### config.mk
export PLATFORM = sky130hd
export DESIGN_NAME = replay_guard_rx
export DESIGN_NICKNAME = d
export VERILOG_FILES = /design/src/rtl/replay_guard_rx.sv
export SDC_FILE = /design/constraint.sdc
export NUM_CORES = 1
export LEC_CHECK = 0
export BUFFER_PORTS_ARGS = -buffer_cell sky130_fd_sc_hd__buf_2
export CORE_ASPECT_RATIO = 1.2
export CORE_MARGIN = 8
export CORE_UTILIZATION = 40
export DETAILED_ROUTE_END_ITERATION = 10
export GPL_TIMING_DRIVEN = 0
export HOLD_SLACK_MARGIN = 0.03
export SYNTH_ARGS = -nofsm -noshare
export SYNTH_HDL_FRONTEND = slang
export SYNTH_SLANG_ARGS = --single-unit
### constraint.sdc
create_clock -name clk_3125 -period 3.6 [get_ports clk_3125]
set_input_delay 0.18 -clock clk_3125 [delete_from_list [all_inputs] [get_ports clk_3125]]
set_output_delay 0.18 -clock clk_3125 [all_outputs]
set_load 0.005 [all_outputs]
### src/rtl/replay_guard_rx.sv
// replay_guard_rx
//   Receive-side replay filter. Groups the uart_rx byte stream into
//   (sequence, payload) frames, accepts a frame only when its sequence number
//   lies within WINDOW ahead of the expected value, and queues accepted
//   payloads in a first-word-fall-through buffer.
// Ports:
//   clk_3125, reset          clock, async active-high reset
//   rx_msg, rx_complete      received byte + one-cycle strobe
//   read_en                  pop head of payload buffer (ignored when empty)
//   data_out, empty, full    FWFT head (0 when empty) and occupancy flags
//   replay_error, overflow,
//   frame_error              one-cycle error pulses
//   drop_count               saturating count of dropped frames
//   seq_expected             next expected sequence number
module replay_guard_rx #(
  parameter int DEPTH   = 8,
  parameter int WINDOW  = 4,
  parameter int TIMEOUT = 1024
) (
  input  logic       clk_3125,
  input  logic       reset,
  input  logic [7:0] rx_msg,
  input  logic       rx_complete,
  input  logic       read_en,
  output logic [7:0] data_out,
  output logic       empty,
  output logic       full,
  output logic       replay_error,
  output logic       overflow,
  output logic       frame_error,
  output logic [7:0] drop_count,
  output logic [7:0] seq_expected
);

  localparam int AW = (DEPTH > 1) ? $clog2(DEPTH) : 1;
  localparam int CW = $clog2(DEPTH + 1);
  localparam int TW = $clog2(TIMEOUT + 1);
  localparam logic [8:0]    WIN  = 9'(WINDOW);
  localparam logic [CW-1:0] FULL = CW'(DEPTH);
  localparam logic [TW-1:0] TOUT = TW'(TIMEOUT);

  typedef enum logic [1:0] {WAIT_SEQ, WAIT_DATA, COMMIT} state_t;

  state_t        state;
  logic [7:0]    seq_byte;
  logic [7:0]    payload;
  logic [TW-1:0] tcnt;

  logic [7:0]    mem [DEPTH];
  logic [AW-1:0] wr_ptr, rd_ptr;
  logic [CW-1:0] count;

  logic [7:0]    diff;
  logic          in_window, commit, accept, reject;
  logic          pop, push, ovf, timeout_hit, drop;
  logic [TW-1:0] tcnt_next;
  logic [CW-1:0] count_next;

  // Modular distance ahead of the expected number; duplicates and old
  // numbers land at the top of the 8-bit range and fall outside the window.
  assign diff      = seq_byte - seq_expected;
  assign in_window = {1'b0, diff} < WIN;
  assign commit    = (state == COMMIT);
  assign accept    = commit && in_window;
  assign reject    = commit && !in_window;

  // A pop in the commit cycle frees a slot, so a full buffer still accepts.
  assign pop  = read_en && !empty;
  assign push = accept && (!full || pop);
  assign ovf  = accept && full && !pop;

  assign tcnt_next   = tcnt + 1'b1;
  assign timeout_hit = (state == WAIT_DATA) && !rx_complete && (tcnt_next == TOUT);
  assign drop        = reject || ovf || timeout_hit;

  assign count_next = count + CW'(push) - CW'(pop);

  assign data_out = empty ? 8'h00 : mem[rd_ptr];

  // Storage needs no reset: data_out is masked while empty.
  always_ff @(posedge clk_3125) begin
    if (push) mem[wr_ptr] <= payload;
  end

  always_ff @(posedge clk_3125 or posedge reset) begin
    if (reset) begin
      state        <= WAIT_SEQ;
      seq_byte     <= 8'h00;
      payload      <= 8'h00;
      tcnt         <= '0;
      wr_ptr       <= '0;
      rd_ptr       <= '0;
      count        <= '0;
      empty        <= 1'b1;
      full         <= 1'b0;
      replay_error <= 1'b0;
      overflow     <= 1'b0;
      frame_error  <= 1'b0;
      drop_count   <= 8'h00;
      seq_expected <= 8'h00;
    end else begin
      replay_error <= reject;
      overflow     <= ovf;
      frame_error  <= timeout_hit;

      if (drop && drop_count != 8'hFF) drop_count <= drop_count + 8'h01;
      if (accept) seq_expected <= seq_byte + 8'h01;

      // Pointers wrap naturally because DEPTH is a power of two.
      if (push) wr_ptr <= wr_ptr + 1'b1;
      if (pop)  rd_ptr <= rd_ptr + 1'b1;
      count <= count_next;
      empty <= (count_next == '0);
      full  <= (count_next == FULL);

      case (state)
        WAIT_SEQ: begin
          if (rx_complete) begin
            seq_byte <= rx_msg;
            tcnt     <= '0;
            state    <= WAIT_DATA;
          end
        end
        WAIT_DATA: begin
          if (rx_complete) begin
            payload <= rx_msg;
            state   <= COMMIT;
          end else if (timeout_hit) begin
            tcnt  <= '0;
            state <= WAIT_SEQ;
          end else begin
            tcnt <= tcnt_next;
          end
        end
        COMMIT: begin
          // A byte arriving during commit already starts the next frame.
          if (rx_complete) begin
            seq_byte <= rx_msg;
            tcnt     <= '0;
            state    <= WAIT_DATA;
          end else begin
            state <= WAIT_SEQ;
          end
        end
        default: state <= WAIT_SEQ;
      endcase
    end
  end

endmodule

* Word level (Yosys, flattened, before mapping)
Memory sizes are Yosys's and may differ from the RTL's. Index checks and enable logic that the tools add are counted.
Storage, ports and cells: RAM bits 64, logic and storage cells 70, register bits after elaboration 60, memories kept 1, output and inout port bits 29
Memory list:
- mem | depth 8, width 8, read ports 1, clocked after memory_dff 0, write ports 1, line 49 | logic [7:0] mem [DEPTH];
Cells by class: muxes and demuxes 12, reductions and logical operators 25, add/sub/neg operators 8, equality and inequality tests 9, magnitude comparators 1
Operators with widths (number):
- $mux W11 | 3
- $pmux W11 S2 | 1
- $add A8 B1 Y8 const B | 2
- $add A11 B1 Y11 const B | 1
- $eq A11 B11 Y1 const B | 1
- $logic_and A1 B1 Y1 | 9
- $lt A8 B3 Y1 const B | 1
- $mux W8 | 1
- $ne A8 B8 Y1 const B | 1
- $sub A8 B8 Y8 | 1
- $add A3 B1 Y3 const B | 2
- $mux W2 | 3
- $pmux W2 S3 | 1
- $reduce_and A2 Y1 | 3
- $logic_not A1 Y1 | 5
- $add A4 B1 Y4 | 1
- $eq A4 B4 Y1 const B | 1
- $logic_not A4 Y1 | 1
- $ne A2 B2 Y1 const B | 2
- $sub A4 B1 Y4 | 1
- $logic_or A1 B1 Y1 | 3
- $mux W1 | 3
- $ne A3 B3 Y1 const B | 1
- $reduce_and A3 Y1 | 1
- other kinds (6) | 6

* Depth between registers and ports, before layout
depth after elaboration 8, mapped depth 18, mapped depth without buffers 16

* Least setup slack after synthesis
OpenSTA, ideal clock, no wires.
kind flip-flop to flip-flop, start point reg seq_byte[2], end point reg full, clock period less this slack 3680 ps, setup time 73 ps, slack -80 ps, arrival 3607 ps, stages on the path, launching flop included 17, required time 3527 ps, cell sequence dfrtp_1 -> ha_1 -> a21o_1 -> a31o_1 -> a41oi_1 -> xnor2_1 -> and4_1 -> o21ai_2 -> nand2b_1 -> buf_2 -> ha_1 -> inv_1 -> ha_1 -> fa_1 -> xor2_1 -> or3_1 -> nor2b_1
Between the ends: word-level cells in the longest chain between the ends 7
Ends and longest elaborated chain:
- from (decl) | line 45 | logic [7:0] seq_byte;
- from (signal assigned) | line 119 | seq_byte <= rx_msg;
- from (signal assigned) | line 138 | seq_byte <= rx_msg;
- $sub A8 B8 Y8 | line 61 | assign diff = seq_byte - seq_expected;
- $lt A8 B3 Y1 | line 62 | assign in_window = {1'b0, diff} < WIN;
- $logic_and A1 B1 Y1 | line 64 | assign accept = commit && in_window;
- $logic_and A1 B1 Y1 | line 69 | assign push = accept && (!full || pop);
- $add A4 B1 Y4 | line 76 | assign count_next = count + CW'(push) - CW'(pop);
- $sub A4 B1 Y4 | line 76
- via count_next[2] | line 57 | logic [CW-1:0] count_next;
- $eq A4 B4 Y1 | line 114 | full <= (count_next == FULL);
- to (signal assigned) | line 114
- to (decl) | line 27 | output logic full,
The timed path passes the listed nets, and every way through them passes these cells. A chain may end at the register's enable or synchronous reset.

* Final worst setup path
start point reg seq_expected[2], end point reg full
Between the ends: word-level cells in the longest chain between the ends 7
Ends and longest elaborated chain:
- from (decl) | line 32 | output logic [7:0] seq_expected
- from (signal assigned) | line 107 | if (accept) seq_expected <= seq_byte + 8'h01;
- $sub A8 B8 Y8 | line 61
- $lt A8 B3 Y1 | line 62
- $logic_and A1 B1 Y1 | line 64
- $logic_and A1 B1 Y1 | line 69
- $add A4 B1 Y4 | line 76
- $sub A4 B1 Y4 | line 76
- via count_next[2] | line 57
- $eq A4 B4 Y1 | line 114
The timed path passes the listed nets, and every way through them passes these cells.

==> impl_metrics.sql <==
INSERT INTO impl_metrics (metric_group, metric, value, unit) VALUES
('status', 'status', 'completed', ''),
('timing', 'post-route-period-util', '98.4', '%'),
('placed_design', 'placed_cell_area', '6180', 'um2'),
('cells_and_area', 'final_net_count', '541', ''),
('routing', 'antenna_left', '0', ''),
('routing', 'route.detailed.vias_per_inst', '5.18', ''),
('routing', 'avgRoutedWirePerCell', '16.4', 'um'),
('synth', 'syn-num-nets', '462', ''),
('grt', 'number_of_antenna_violations_at_the_first_check_in_global_routing', '0', ''),
('placed_design', 'numPlacedInstances', '647', ''),
('placed_design', 'dpl_worst_slack', '-0.528', 'ns'),
('placed_design', 'globalplace.congestion', '0.891', ''),
('synth', 'distinct_cells_synth', '61', ''),
('cts', 'h-tree-depth', '4', ''),
('synth', 'ys_top_cells_by_area', 'sky130_fd_sc_hd__edfxtp_1 (34%), sky130_fd_sc_hd__dfrtp_1 (26%), sky130_fd_sc_hd__mux4_2 (6.3%)', ''),
('grt', 'largest_net_degree_at_the_start_of_global_routing', '43', ''),
('grt', 'globalRouteOverflowTotal', '0', ''),
('grt', 'first_global_vias', '3964', ''),
('worst_setup_path', 'rr_worst_depth', '17', ''),
('synth', 'syn_avg_cell_area', '13.2', 'um2'),
('cts', 'numCtsBuffers', '17', ''),
('worst_setup_path', 'category_of_the_worst_setup_path_launch_point', 'register', ''),
('timing', 'finalMaxSlewViolations', '0', ''),
('cts', 'numClockSinks', '124', ''),
('cells_and_area', 'instances_no_fill', '696', ''),
('synth', 'cell_types_with_the_highest_counts_after_synthesis', 'sky130_fd_sc_hd__edfxtp_1 (64), sky130_fd_sc_hd__dfrtp_1 (59), sky130_fd_sc_hd__nand2_1 (44)', ''),
('worst_setup_path', 'setup.reg_to_reg.worst_slack', '0.06', 'ns'),
('timing', 'finClkSkew', '0.00920', 'ns'),
('grt', 'global_route_wire_length_before_repair', '19700', 'um'),
('synth', 'number_of_flops_mapped_to_enable_cells_by_yosys', '64', ''),
('timing', 'slew-limit-headroom', '39.0', '%'),
('die', 'core', '13900', 'um2'),
('synth', 'synthCells', '433', ''),
('synth', 'synthArstFlopShare', '48.4', '%'),
('pwr', 'power_per_cell_area', '727', 'nW/um2'),
('die', 'effective_utilization_at_floorplan', '41.0', '%'),
('cts', 'cts_tree', 'built', ''),
('worst_setup_path', 'cp_data_arrival_time', '3.88', 'ns'),
('worst_setup_path', 'r2r-start', 'seq_expected[2]', ''),
('routing', 'post-route-drc-count', '0', ''),
('cells_and_area', 'synthesis_to_finish_area_growth', '25.0', '%'),
('timing', 'max_freq', '282', 'MHz'),
('timing', 'layout_min_cycle_time', '3.54', 'ns'),
('synth', 'postSynth.topFlopCell', 'sky130_fd_sc_hd__edfxtp_1', ''),
('synth', 'synth_sequential_area_ratio', '60.1', '%'),
('worst_setup_path', 'timing.rr.end', 'full', ''),
('worst_setup_path', 'criticalPathCategory', 'reg -> reg', ''),
('cts', 'clkSlewWorstSetupHoldPaths', '0.06', 'ns'),
('routing', 'vias', '3603', ''),
('worst_setup_path', 'setup.worst_path.start', 'seq_expected[2]', ''),
('pwr', 'leakagePower', '0.00287', 'uW'),
('worst_setup_path', 'critical_path_required', '3.94', 'ns'),
('synth', 'synth_warnings', '0', ''),
('worst_setup_path', 'end_kind', 'register', ''),
('cells_and_area', 'drive_gt1_share', '29.9', '%'),
('flow_run', 'maxCapViolCount', '0', ''),
('timing', 'timing_worst_slew_pin_value', '0.913', 'ns'),
('cells_and_area', 'filler_cell_count', '1185', ''),
('synth', 'synth_area_leader_cell', 'sky130_fd_sc_hd__edfxtp_1', ''),
('cells_and_area', 'n_antenna_cell', '0', ''),
('timing', 'totalNegativeSetupSlack', '0', 'ns'),
('timing', 'finalSetupViolCount', '0', ''),
('worst_hold_path', 'hp-class', 'in -> reg', ''),
('cts', 'clock_path_buffers', '2', ''),
('die', 'ioPinCount', '41', ''),
('routing', 'final_wirelength', '11400', 'um'),
('worst_setup_path', 'crit_end', 'full', ''),
('synth', 'synth_top_area_share', '33.7', '%'),
('pwr', 'vdd_ir_drop_max', '0.000357', 'V'),
('cells_and_area', 'final_area', '7120', 'um2'),
('routing', 'detail_route.first_pass.iterations', '4', '');
what timing repair did:
action,CTS,global route
pin swaps,6,8
buffers inserted,6,3
hold endpoints to repair,30,0
hold buffers,9,0
setup endpoints to repair,35,10
gates resized for setup,20,15
per-layer routing:
layer,up-vias,wire (um),global-route usage (%)
met2,55,5870,23.1
met1,1779,5120,15.6
li1,1754,-,-
met5,-,0,0
met4,0,150,5.31
met3,15,294,3.11
per-stage QoR:
stage               utilization (%)  hold WS (ns)  power (uW)
floorplan                         -         0.285        2880
global placement               44.2         0.393        3240
detailed placement             44.6         0.217        3310
CTS                            50.6        0.0418        5140
global route                   51.3        0.0573        5500
finish                         51.3        0.0629        5180
critical path, cell delays in order (launching register included):
cell and delay (ns):
sky130_fd_sc_hd__dfrtp_1 0.38, sky130_fd_sc_hd__inv_2 0.09, sky130_fd_sc_hd__ha_4 0.21, sky130_fd_sc_hd__a21o_1 0.16
sky130_fd_sc_hd__a31o_4 0.24, sky130_fd_sc_hd__a41oi_2 0.23, sky130_fd_sc_hd__xnor2_2 0.14, sky130_fd_sc_hd__and4_1 0.26
sky130_fd_sc_hd__o21ai_4 0.08, sky130_fd_sc_hd__nand2b_4 0.15, sky130_fd_sc_hd__buf_6 0.12, sky130_fd_sc_hd__ha_4 0.25
sky130_fd_sc_hd__inv_2 0.04, sky130_fd_sc_hd__ha_4 0.15, sky130_fd_sc_hd__fa_2 0.35, sky130_fd_sc_hd__xor2_2 0.15
sky130_fd_sc_hd__or3_4 0.35, sky130_fd_sc_hd__nor2b_1 0.12
cell families (layout without fill, tap and decap cells):
logic type                 after synthesis  in the layout  synth area share, %
xor gates and xnor gates                24             24                 3.69
buffers and inverters                   33            125                 2.24
DFF                                    124            124                 60.1
AOI/OAI and AO/OA                       45             45                 5.54
adders and majority gates               17             17                 3.87
muxes                                   38             38                 10.5
and+or+nand+nor                        152            152                 14.0
power breakdown:
group / total, uW / switching [uW] / internal [uW]
registers: 1940 / 203 / 1730
clock network: 1720 / 670 / 1050
logic: 1530 / 749 / 779
final cells by class:
type / instances / area, um2 / share of cell area, %
plain buffers: 16 / 70.1 / 0.984
clock buffers: 17 / 425 / 5.97
clock inverters: 15 / 179 / 2.51
inverters: 16 / 60.1 / 0.843
multi-input cells: 276 / 2350 / 33.0
flip-flops and latches: 124 / 3430 / 48.1
well taps: 171 / 214 / 3.00
repair buffers: 61 / 393 / 5.52
registers in the layout (all words and copies together), names as in the netlist:
signal / flops
mem: 64
seq_expected: 8
count: 4
tcnt: 11
payload: 8
frame_error: 1
drop_count: 8
rd_ptr: 3
seq_byte: 8
replay_error: 1
empty: 1
overflow: 1
wr_ptr: 3
full: 1
state: 2
how the worst min path moves through the flow:
| stage | from | end | slack (ns) | cells after the start |
|---|---|---|---|---|
| after detailed placement | reset | tcnt[5] | 0.22 | 2 |
| after global routing | rx_complete | tcnt[9] | 0.06 | 2 |
| after CTS | rx_complete | tcnt[9] | 0.04 | 2 |
| after global placement | rx_msg[0] | payload[0] | 0.39 | 3 |
| final | rx_complete | tcnt[9] | 0.06 | 2 |
| after floorplan | rx_msg[0] | payload[0] | 0.29 | 2 |
cell usage in the layout, fill, tap and decap left out, drive strengths merged, types with 2 or more instances in the layout:
cell type / n
nor4b: 5
o31ai: 4
nand3: 22
dfrtp: 59
nand2b: 7
dlygate4sd3: 9
nor2b: 3
mux2i: 10
or3: 2
o211ai: 2
bufinv: 2
edfxtp: 64
or3b: 3
and2: 4
a21oi: 7
clkbuf: 26
nor3: 5
nor2: 26
xor2: 8
ha: 16
nand2: 44
and3: 14
buf: 59
a21o: 2
mux4: 16
clkinv: 6
mux2: 12
nor4: 7
xnor2: 16
inv: 22
o21ai: 19
nor3b: 4
Power figures use the tool's default switching activity.
